===== src/rtl/uart_pkg.sv =====
// ----------------------------------------------------------------------------
// uart_pkg
// Shared types and constants for the UART receiver.
//   rx_state_t  : receiver FSM state (IDLE, START, DATA, STOP)
//   OVERSAMPLE  : oversample ticks per serial bit
//   MID_SAMPLE  : ticks from the start edge to the middle of the start bit
// ----------------------------------------------------------------------------
package uart_pkg;

    typedef enum logic [1:0] {
        IDLE  = 2'd0,
        START = 2'd1,
        DATA  = 2'd2,
        STOP  = 2'd3
    } rx_state_t;

    localparam int OVERSAMPLE = 16;
    localparam int MID_SAMPLE = 8;

endpackage


===== src/rtl/uart_rx_tick.sv =====
// ----------------------------------------------------------------------------
// uart_rx_tick
// Oversample tick generator: one-cycle tick every CLK_FREQ/(BAUD*OVERSAMPLE)
// clocks (integer-truncated). A restart pulse re-phases the divider to 0 so
// sampling is aligned to the detected start edge.
// Parameters: CLK_FREQ (Hz), BAUD (bit/s)
// Ports:
//   sysclk  in  clock, rising edge
//   reset   in  synchronous active-high reset
//   restart in  clear the divider (start edge seen)
//   tick    out oversample strobe, one cycle wide
// ----------------------------------------------------------------------------
module uart_rx_tick
    import uart_pkg::*;
#(
    parameter int CLK_FREQ = 100000000,
    parameter int BAUD     = 9600
) (
    input  logic sysclk,
    input  logic reset,
    input  logic restart,
    output logic tick
);

    localparam int DIV = CLK_FREQ / (BAUD * OVERSAMPLE);
    localparam int CW  = (DIV > 1) ? $clog2(DIV) : 1;
    localparam logic [CW-1:0] LAST = CW'(DIV - 1);

    logic [CW-1:0] cnt;

    always_ff @(posedge sysclk) begin
        if (reset || restart) begin
            cnt <= '0;
        end else if (cnt == LAST) begin
            cnt <= '0;
        end else begin
            cnt <= cnt + 1'b1;
        end
    end

    // Suppressed on the restart cycle so the first tick is a full DIV later.
    assign tick = (cnt == LAST) && !restart;

endmodule


===== src/rtl/uart_receiver.sv =====
// ----------------------------------------------------------------------------
// uart_receiver
// 8N1 UART receiver with 16x oversampling, mid-bit sampling, frame-error
// pulse and sticky overrun flag.
// Build option: define UART_RX_DATA_INVERT_EN to invert every data bit before
// storage (start/stop polarity unchanged). Undefined: bits stored as sampled.
// Parameters: CLK_FREQ (Hz), BAUD (bit/s)
// Ports:
//   sysclk       in  clock, rising edge
//   reset        in  synchronous active-high reset
//   UART_RX      in  asynchronous serial line, idle high
//   RX_DATA      out last correctly framed byte
//   RX_VALID     out RX_DATA holds an unread byte
//   RX_ACK       in  read strobe, clears RX_VALID
//   RX_STATUS    out frame in progress
//   RX_FRAME_ERR out one-cycle pulse on a low stop bit
//   RX_OVERRUN   out sticky: byte completed while RX_VALID was high
// ----------------------------------------------------------------------------
module uart_receiver
    import uart_pkg::*;
#(
    parameter int CLK_FREQ = 100000000,
    parameter int BAUD     = 9600
) (
    input  logic       sysclk,
    input  logic       reset,
    input  logic       UART_RX,
    output logic [7:0] RX_DATA,
    output logic       RX_VALID,
    input  logic       RX_ACK,
    output logic       RX_STATUS,
    output logic       RX_FRAME_ERR,
    output logic       RX_OVERRUN
);

    localparam logic [3:0] MID_LAST = 4'(MID_SAMPLE - 1);
    localparam logic [3:0] BIT_LAST = 4'(OVERSAMPLE - 1);

    rx_state_t  state, next_state;
    logic       sync1, sync2, rx_prev;
    logic       tick;
    logic [3:0] tick_cnt;
    logic [2:0] bit_cnt;
    logic [7:0] shift;
    logic       data_bit;
    logic       start_edge, phase_done;
    logic       restart, sample_data, byte_done, stop_bad;

    // Synchronizer, plus one more flop for falling-edge detection. Because
    // rx_prev tracks the line in every state, a line held low through STOP
    // must go high before another edge can be seen.
    always_ff @(posedge sysclk) begin
        if (reset) begin
            sync1   <= 1'b1;
            sync2   <= 1'b1;
            rx_prev <= 1'b1;
        end else begin
            sync1   <= UART_RX;
            sync2   <= sync1;
            rx_prev <= sync2;
        end
    end

    assign start_edge = (state == IDLE) && rx_prev && !sync2;
    assign phase_done = tick &&
                        (tick_cnt == ((state == START) ? MID_LAST : BIT_LAST));

    uart_rx_tick #(
        .CLK_FREQ (CLK_FREQ),
        .BAUD     (BAUD)
    ) u_tick (
        .sysclk  (sysclk),
        .reset   (reset),
        .restart (restart),
        .tick    (tick)
    );

    // FSM state register
    always_ff @(posedge sysclk) begin
        if (reset) state <= IDLE;
        else       state <= next_state;
    end

    // FSM next-state logic
    always_comb begin
        next_state = state;
        case (state)
            IDLE:    if (start_edge) next_state = START;
            START:   if (phase_done) next_state = sync2 ? IDLE : DATA;
            DATA:    if (phase_done && (bit_cnt == 3'd7)) next_state = STOP;
            STOP:    if (phase_done) next_state = IDLE;
            default: next_state = IDLE;
        endcase
    end

    // FSM outputs
    always_comb begin
        restart     = start_edge;
        sample_data = (state == DATA) && phase_done;
        byte_done   = (state == STOP) && phase_done && sync2;
        stop_bad    = (state == STOP) && phase_done && !sync2;
        RX_STATUS   = (state != IDLE);
    end

    // Tick phase within the current bit and data bit index
    always_ff @(posedge sysclk) begin
        if (reset || start_edge || (state == IDLE)) begin
            tick_cnt <= '0;
            bit_cnt  <= '0;
        end else if (tick) begin
            tick_cnt <= phase_done ? 4'd0 : tick_cnt + 4'd1;
            if (sample_data) bit_cnt <= bit_cnt + 3'd1;
        end
    end

`ifdef UART_RX_DATA_INVERT_EN
    assign data_bit = ~sync2;
`else
    assign data_bit = sync2;
`endif

    // LSB arrives first, so shift right and insert at the MSB.
    always_ff @(posedge sysclk) begin
        if (sample_data) shift <= {data_bit, shift[7:1]};
    end

    always_ff @(posedge sysclk) begin
        if (reset) begin
            RX_DATA      <= 8'h00;
            RX_VALID     <= 1'b0;
            RX_FRAME_ERR <= 1'b0;
            RX_OVERRUN   <= 1'b0;
        end else begin
            RX_FRAME_ERR <= stop_bad;
            if (byte_done) begin
                RX_DATA  <= shift;
                RX_VALID <= 1'b1;
                // An ack on the completion cycle consumes the old byte.
                if (RX_VALID && !RX_ACK) RX_OVERRUN <= 1'b1;
            end else if (RX_ACK) begin
                RX_VALID <= 1'b0;
            end
        end
    end

endmodule


===== config.mk =====
export PLATFORM = sky130hd
export DESIGN_NAME = uart_receiver
export DESIGN_NICKNAME = d
export VERILOG_FILES = /design/src/rtl/uart_pkg.sv /design/src/rtl/uart_rx_tick.sv /design/src/rtl/uart_receiver.sv
export SDC_FILE = /design/constraint.sdc
export NUM_CORES = 1
export LEC_CHECK = 0
export CAP_MARGIN = 20
export CORE_MARGIN = 1
export CORE_UTILIZATION = 50
export DETAILED_ROUTE_END_ITERATION = 10
export PLACE_DENSITY = 0.71
export REMOVE_ABC_BUFFERS = 1
export SETUP_SLACK_MARGIN = 0.3
export SLEW_MARGIN = 20
export SYNTH_ARGS = -nofsm -noshare
export SYNTH_HDL_FRONTEND = slang
export SYNTH_SLANG_ARGS = --single-unit
export TNS_END_PERCENT = 10

===== constraint.sdc =====
create_clock -name sysclk -period 2.4 [get_ports sysclk]
set_input_delay 0.24 -clock sysclk [delete_from_list [all_inputs] [get_ports sysclk]]
set_output_delay 0.24 -clock sysclk [all_outputs]
set_load 0.1 [all_outputs]

== Word level (Yosys, flattened, before mapping) ==
Index checks and enable logic that the tools add are counted.
Word-level totals
  input bits: 4
  flip-flop bits (word level): 41
  output and inout bits: 12
Operators by class
  mux-type cells: 10
  reductions and logical operators: 22
  $add $sub $neg: 3
  equality and inequality tests: 10
Operators with widths (number)
  10-bit by 1-bit adder with 10-bit output (second input constant): 1
  10-bit equality test (second input constant): 1
  1-bit logical AND: 10
  2-bit two-way mux: 5
  4-bit two-way mux: 2
  2-bit != test (second input constant): 4
  2-bit one-hot mux with 4 select lines: 1
  4-bit by 1-bit adder with 4-bit output (second input constant): 1
  2-bit equality test (second input constant): 2
  4-bit equality test: 1
  2-bit AND reduction: 2
  4-bit AND reduction: 1
  2-bit nonzero test: 2
  3-bit by 1-bit adder with 3-bit output (second input constant): 1
  3-bit equality test (second input constant): 1
  1-bit zero test: 3
  2-bit by 1-bit equality test with 1-bit output (second input constant): 1
  2-bit zero test: 1
  1-bit logical OR: 2
  1-bit two-way mux: 2
  2-bit OR reduction: 1

== Longest topological paths before layout ==
Gate-level depths: netlist of the first run.
  word-level depth: 9
  depth in mapped cells: 7

== Modules after synthesis ==
From an unflattened synthesis of the first run, not the netlist that was laid out.
Unflattened totals
  cells, all modules: 168
  area total of the unflattened synthesis: 1836.8 sq um
Modules (own cells, without submodules)
  uart_receiver: area an instance 1342.5 sq um, instances 1, cells an instance 117
  uart_rx_tick: area an instance 494.2 sq um, instances 1, cells an instance 51

== Least setup slack after synthesis of the first run ==
No wires, ideal clock.
  path kind: register to register
  start: register u_tick.cnt[6]
  end: register shift[0] (enable)
  data required time: 2.030 ns
  buffers on the path: 1
  library setup time: 0.370 ns
  setup slack: 0.240 ns
  cell stages (with the launch flop): 5
  arrival time: 1.789 ns
  path through: dfxtp_1 or4_4 or3_1 buf_4 nor2_1
Between the ends
  longest elaborated chain between the ends: 4
Ends and longest elaborated chain
  from (decl): RTL line uart_rx_tick.sv:29  | logic [CW-1:0] cnt;
  from (signal assigned): RTL line uart_rx_tick.sv:37  | cnt <= cnt + 1'b1;
  10-bit equality test: RTL line uart_rx_tick.sv:42  | assign tick = (cnt == LAST) && !restart;
  1-bit logical AND: RTL line uart_rx_tick.sv:42
  1-bit logical AND: RTL line uart_receiver.sv:65  | assign phase_done = tick &&
  1-bit logical AND: RTL line uart_receiver.sv:99  | sample_data = (state == DATA) && phase_done;
  net sample_data: RTL line uart_receiver.sv:47  | logic restart, sample_data, byte_done, stop_bad;
  to (signal assigned): RTL line uart_receiver.sv:124  | if (sample_data) shift <= {data_bit, shift[7:1]};
  to (decl): RTL line uart_receiver.sv:44  | logic [7:0] shift;
The timed path passes the listed nets, and every way through them passes these cells.
A chain may end at the register's enable or synchronous reset.

== Final worst setup path of the first run ==
  start: register u_tick.cnt[6]
  end: register RX_DATA[7]
Between the ends
  longest elaborated chain between the ends: 5
Ends and longest elaborated chain
  10-bit equality test: RTL line uart_rx_tick.sv:42
  1-bit logical AND: RTL line uart_rx_tick.sv:42
  1-bit logical AND: RTL line uart_receiver.sv:65
  1-bit logical AND (2 in series): RTL line uart_receiver.sv:100  | byte_done = (state == STOP) && phase_done && sync2;
  to (signal assigned): RTL line uart_receiver.sv:136  | RX_DATA <= shift;
  to (decl): RTL line uart_receiver.sv:28  | output logic [7:0] RX_DATA,
Every way passes these cells.

==> impl_results.md, run 1 <==
- Synth area leaders: dfxtp_1 (39%), edfxtp_1 (14%), mux2i_1 (5.3%)
- PortBufs: 15
- I/O pin total: 16
- Synth Instances: 167
- Total grt overflow: 0
- Initial Utilization: 54.17%
- Cell taking the most area after synthesis: dfxtp_1
- Hold path start: sync1$_SDFF_PP1_
- R2R Setup Slk: 380 ps
- Synth warn: 0
- Total Wirelength: 2.958 mm
- Top Layer Used: met4
- Worst path arrival time: 2290 ps
- Worst-path cell chain: or4_4, or3_4, nor2_4, mux2i_1
- CTS H-tree depth: 2
- Worst VDD drop: 402.1 uV
- Highest clock rate: 0.4953 GHz
- Asr flop ratio synth: 0%
- Hold crit path type: flop to flop
- Setup crit start: u_tick.cnt[6]$_SDFF_PP0_
- Delay-heaviest family, CP: simple AND/OR/NAND/NOR gates
- Clock skew: 13.56 ps
- Register area share after synthesis: 52.75%
- EDFF count, synth: 8
- Clock-pin slew on the worst setup and hold paths: 110 ps
- Final Critical Period: 2019 ps
- Vias in the first global route: 1,129
- Post-synth top cells: dfxtp_1 (33), nand2_1 (21), nor2_1 (14), mux2i_1 (9)
- Count leader, synth: dfxtp_1
- Worst-skew pair later-pin latency: 340 ps
- Drt first pass iters: 4
- Critical Path RT: 2670 ps
- Critical path capture point: RX_DATA[7]$_SDFFE_PP0P_
- Diodes inserted: 0
- Main synth FF type: dfxtp_1
- Clock tree buffer depth: 2
- RSZ-0062 raised after global routing: yes
- Relative slew slack: 44.69%
- Global placer's final weighted congestion: 0.7854
- CP Class: flop to flop
- Max cap viols: 0
- Max Slew Vio Count: 0
- Synth-to-Final Area Change: 15.31%
- RR Endpoint: RX_DATA[7]$_SDFFE_PP0P_
- Final period utilization: 84.12%
- R2r startpoint: u_tick.cnt[6]$_SDFF_PP0_
- #FFs+latches synth: 41
- DR DRC count: 0
- CP Launch Type: flop
- Setup violations, final: 0
- Switching power: 259.9 uW
- Crit-path slowest cell: or4_4
- CTS Hold Bufs: 0
- Total GRT Usage: 18.55%
- TNS Setup: 0 ps
- Tot Pwr: 1202 uW
- Core Box Area: 0.003153 mm2
- WP buf/inv: 0
- Status: complete, no violations
- Die area: 0.003654 mm2
- Power density over the cells: 610.1 mW/mm2
- Via density: 5.468
- Mapped cell area: 0.001708 mm2
- Via count: 1,263
- Starting DRT DRC Count: 40
- Syn avg cell area: 10.23 um2
- Int Pwr: 941.6 uW
- Met1 WL: 1.310 mm
- CP Depth: 4
- Final hold viol count: 0
- CP max stage delay: 580 ps
- CTS Root Cell: clkbuf_4
- Clock sinks: 41
- R2r worst-path depth: 4
- Nets@finish: 195
- LEAKAGE: 0.0007176 uW
- Switch share: 21.63%
- Row count: 20
- Met3 wire length: 119 um
- DR WL met2: 1.494 mm
- DIE HEIGHT: 60.45 um
- Clock share of power: 36.1%
- Yosys top cell area share: 38.68%
- Routed WL per cell: 12.81 um
- Initial antenna violation count: 0
- CTS tree: yes
- Post-synth cell types: 38
- Clock buffer count from CTS: 5
- Maximum fanout along the worst path: 9
- Comb pwr share: 4.3%
- Chip width: 60.45 um
- Worst setup EP type: flop
- First-pass GRT wire length: 4.926 mm
- Share of cells above drive strength 1: 17.11%
- Largest net degree at the start of global routing: 18
- Tightest Pin Transition: 818.2 ps
- Sequential power share: 59.6%
- Detailed placement HPWL: 2.128 mm
- Final ANT Viol Nets: 0
-- layout by cell type, fill, tap and decap left out, types with 4 or more instances in the layout --
cell / Yosys / routed
a21oi_1: 5 / 5
buf_4: 1 / 14
clkbuf_4: 0 / 5
dfxtp_1: 33 / 32
edfxtp_1: 8 / 8
ha_1: 5 / 5
inv_1: 4 / 4
mux2i_1: 9 / 9
nand2_1: 21 / 21
nand3_1: 8 / 8
nand4_1: 4 / 4
nor2_1: 14 / 14
o21ai_1: 5 / 5
xor2_1: 7 / 7
-- timing repair --
| item | 4_1_cts | 5_1_grt |
|---|---|---|
| buffers inserted | 0 | 0 |
| gates resized for setup | 2 | 1 |
| pin swaps | 2 | 0 |
| endpoints found under the setup margin | 9 | 1 |
-- area by class of cell --
class,count,area (um2)
sequential,41,902.1
clock buffer,5,37.54
tap,44,55.05
fill,283,1184
clock inverter,3,41.29
inverter,4,15.01
multi-input combinational,117,783.3
timing repair buffer,17,135.1
-- sequential cells by signal, summed over array words and instances (netlist names), named ones only --
| signal | flops |
|---|---|
| sync1 | 1 |
| tick_cnt | 4 |
| RX_FRAME_ERR | 1 |
| RX_VALID | 1 |
| data_bit | 1 |
| state | 1 |
| bit_cnt | 3 |
| RX_DATA | 8 |
| u_tick.cnt | 10 |
| RX_OVERRUN | 1 |
| rx_prev | 1 |
| shift | 8 |
-- worst min path at each step --
| stage | to | cells after the start | slack [ps] |
|---|---|---|---|
| 3_5_place_dp | data_bit$_SDFF_PP1_ | 1 | 400 |
| 4_1_cts | data_bit$_SDFF_PP1_ | 1 | 430 |
| 2_1_floorplan | RX_VALID$_SDFFE_PP0P_ | 1 | 310 |
| 5_1_grt | data_bit$_SDFF_PP1_ | 1 | 450 |
| 3_3_place_gp | data_bit$_SDFF_PP1_ | 1 | 400 |
| 6_report | data_bit$_SDFF_PP1_ | 1 | 420 |
-- power by group through the flow --
stage / Combinational (uW) / Clock [uW] / Sequential, uW
detailed placement: 50.2 / 0 / 732
CTS: 50.7 / 448 / 717
floorplan: 34.1 / 0 / 729
global placement: 47.9 / 0 / 731
finish: 51.3 / 434 / 717
global route: 56.0 / 472 / 719
-- stage by stage --
| step | area (um2) | std cells | worst slack (ps) | hold WS, ps | utilization, % |
|---|---|---|---|---|---|
| 6_report | 1969 | 231 | 381.1 | 424.7 | 62.46 |
| 5_1_grt | 1969 | 231 | 296.8 | 454.5 | 62.46 |
| 4_1_cts | 1961 | 231 | 377.3 | 432.9 | 62.18 |
| 3_5_place_dp | 1876 | 223 | 177.5 | 401.6 | 59.48 |
| 3_3_place_gp | 1876 | 223 | 218.8 | 396.8 | 59.48 |
| 2_1_floorplan | 1685 | 162 | 210.9 | 309.1 | - |
-- cell families after synthesis --
kind of cell / after synthesis / synth area share [%]
and+or+nand+nor: 75 / 24.18
DFF: 41 / 52.75
AOI/OAI and AO/OA: 18 / 6.666
muxes: 10 / 5.934
xor gates and xnor gates: 9 / 4.616
buffers and inverters: 9 / 2.197
adders and majority gates: 5 / 3.663
-- layer usage --
metal / vias to the layer above / GRT usage (%)
met1: 600 / 21.80
met5: - / 0
li1: 627 / -
met3: 6 / 3.838
met2: 30 / 32.34
met4: 0 / 8.766
Power figures use the tool's default switching activity.
==> inputs of run 2 (changes only) <==
Clock period 2.4 ns to 2 ns, I/O delays scaled along.
==> impl_results.md, run 2 (synthesized netlist as in run 1, its figures left out) <==
- CP Depth: 5
- Final hold viol count: 0
- Final ANT Viol Nets: 0
- Row count: 20
- Commonest non-fill, non-tap cells in the layout: dfxtp_1 (32), buf_4 (23), nand2_1 (21), nor2_1 (13), mux2i_1 (9)
- Via density: 5.311
- LEAKAGE: 0.0008075 uW
- Hold path start: UART_RX
- Total Wirelength: 3.103 mm
- TNS Setup: 0 ps
- Status: complete, no violations
- Nets@finish: 208
- Critical Path RT: 2270 ps
- Fill cells: 258
- R2r worst-path depth: 5
- Synth-to-Final Area Change: 24.03%
- Critical path capture point: tick_cnt[2]$_SDFFE_PP0P_
- Finished Cell Area: 0.002118 mm2
- Worst setup EP type: flop
- Power density over the cells: 678.7 mW/mm2
- Initial antenna violation count: 0
- Clock-pin slew on the worst setup and hold paths: 110 ps
- R2R Setup Slk: 30 ps
- Clock tree buffer depth: 2
- Setup crit start: u_tick.cnt[6]$_SDFF_PP0_
- Tot Pwr: 1438 uW
- Register with the most flip-flops: u_tick.cnt
- RR Endpoint: tick_cnt[2]$_SDFFE_PP0P_
- Relative slew slack: 74.45%
- Total grt overflow: 0
- Setup violations, final: 0
- Hold crit path type: input pin to flop
- Die area: 0.003654 mm2
- Diodes inserted: 0
- CP Launch Type: flop
- I/O pin total: 16
- Max Slew Vio Count: 0
- Worst path arrival time: 2240 ps
- Dpl cell area: 0.001978 mm2
- Total GRT Usage: 19.68%
- DR DRC count: 0
- CP Class: flop to flop
- Highest clock rate: 0.5075 GHz
- Detailed placement HPWL: 2.278 mm
- Largest net degree at the start of global routing: 18
- Top flop regs: u_tick.cnt (10), RX_DATA (8), shift (8)
- Crit-path slowest cell: or4_4
- CP max stage delay: 530 ps
- Chip width: 60.45 um
- Share of cells above drive strength 1: 25.00%
- Delay-heaviest family, CP: simple AND/OR/NAND/NOR gates
- Core Box Area: 0.003153 mm2
- Commonest non-fill, non-tap cell in the layout: dfxtp_1
- Clock buffer count from CTS: 5
- Clock skew: 9.373 ps
- Worst-skew pair later-pin latency: 330 ps
- Multi-input logic area: 814.5 um2
- Tightest Pin Transition: 382.1 ps
- Vias in the first global route: 1,267
- Via count: 1,296
- R2r startpoint: u_tick.cnt[6]$_SDFF_PP0_
- Final period utilization: 98.53%
- First-pass GRT wire length: 5.292 mm
- Global placer's final weighted congestion: 0.7719
- Worst VDD drop: 335.9 uV
- CTS tree: yes
- CTS H-tree depth: 2
- Worst-path cell chain: or4_4, buf_6, or4_4, or3_4, a21oi_2
- CTS Hold Bufs: 0
- CTS Root Cell: clkbuf_4
- PortBufs: 15
- Clock sinks: 41
- Starting DRT DRC Count: 52
- Drt first pass iters: 4
- Final Critical Period: 1971 ps
- Max cap viols: 0
- Register area: 902.1 um2
- Final core occ: 67.18%
- RSZ-0062 raised after global routing: yes
- Routed WL per cell: 12.72 um
- WP buf/inv: 1
- Initial Utilization: 54.17%
- Largest register FFs: 10
- DIE HEIGHT: 60.45 um
- Most frequent CP cell: or4_4
- Maximum fanout along the worst path: 3
-- run 2: cell count changes in the layout (fill, tap and decap cells not counted), sizes merged --
cell / delta
buf: +13
clkinvlp: -1
clkbuf: +1
-- run 2: layout make-up --
class                      instances  area share [%]
tap                               44           2.599
sequential                        41           42.59
timing repair buffer              30           12.11
inverter                           4          0.7088
clock buffer                       6           1.949
clock inverter                     2           1.595
multi-input combinational        117           38.45
-- run 2: worst min path at each step --
| stage | endpoint | slack (ps) | depth (start not counted) |
|---|---|---|---|
| 6_report | sync1$_SDFF_PP1_ | 420 | 2 |
| 5_1_grt | sync1$_SDFF_PP1_ | 400 | 2 |
| 4_1_cts | sync1$_SDFF_PP1_ | 420 | 2 |
| 3_5_place_dp | data_bit$_SDFF_PP1_ | 400 | 1 |
| 3_3_place_gp | data_bit$_SDFF_PP1_ | 390 | 1 |
| 2_1_floorplan | RX_VALID$_SDFFE_PP0P_ | 270 | 1 |
-- run 2: per-stage QoR --
stage	hold slack [ps]	cells	setup slack, ps
finish	424.6	244	29.48
global route	400.1	244	-18.47
CTS	417.4	244	12.11
detailed placement	402.3	235	-36.17
global placement	391.8	235	0.6601
floorplan	269.1	162	-189.1
-- run 2: what timing repair did --
| action | in CTS | in global routing |
|---|---|---|
| endpoints found under the setup margin | 38 | 38 |
| pin swaps | 7 | 6 |
| hold endpoints to repair | 0 | 0 |
| buffers inserted | 1 | 0 |
| resized for setup | 4 | 9 |
-- run 2: layer usage --
metal  vias to the layer above  part of all wire, %  global-route usage (%)  routed length [um]
li1                        652                    -                       -                   -
met2                        18                   49                   36.11                1509
met3                         5                  2.9                   5.330                  89
met4                         0                  1.3                   6.818                  39
met5                         -                    0                       0                   0
met1                       621                   47                   21.83                1464
-- run 2: where the power goes --
part	leakage (uW)	switching, uW	internal [uW]	total (uW)
registers	0.000339	6.40	847	854
clock network	0.0000399	245	260	505
logic	0.000428	45.9	33.0	78.9
total	0.000807	297	1140	1440
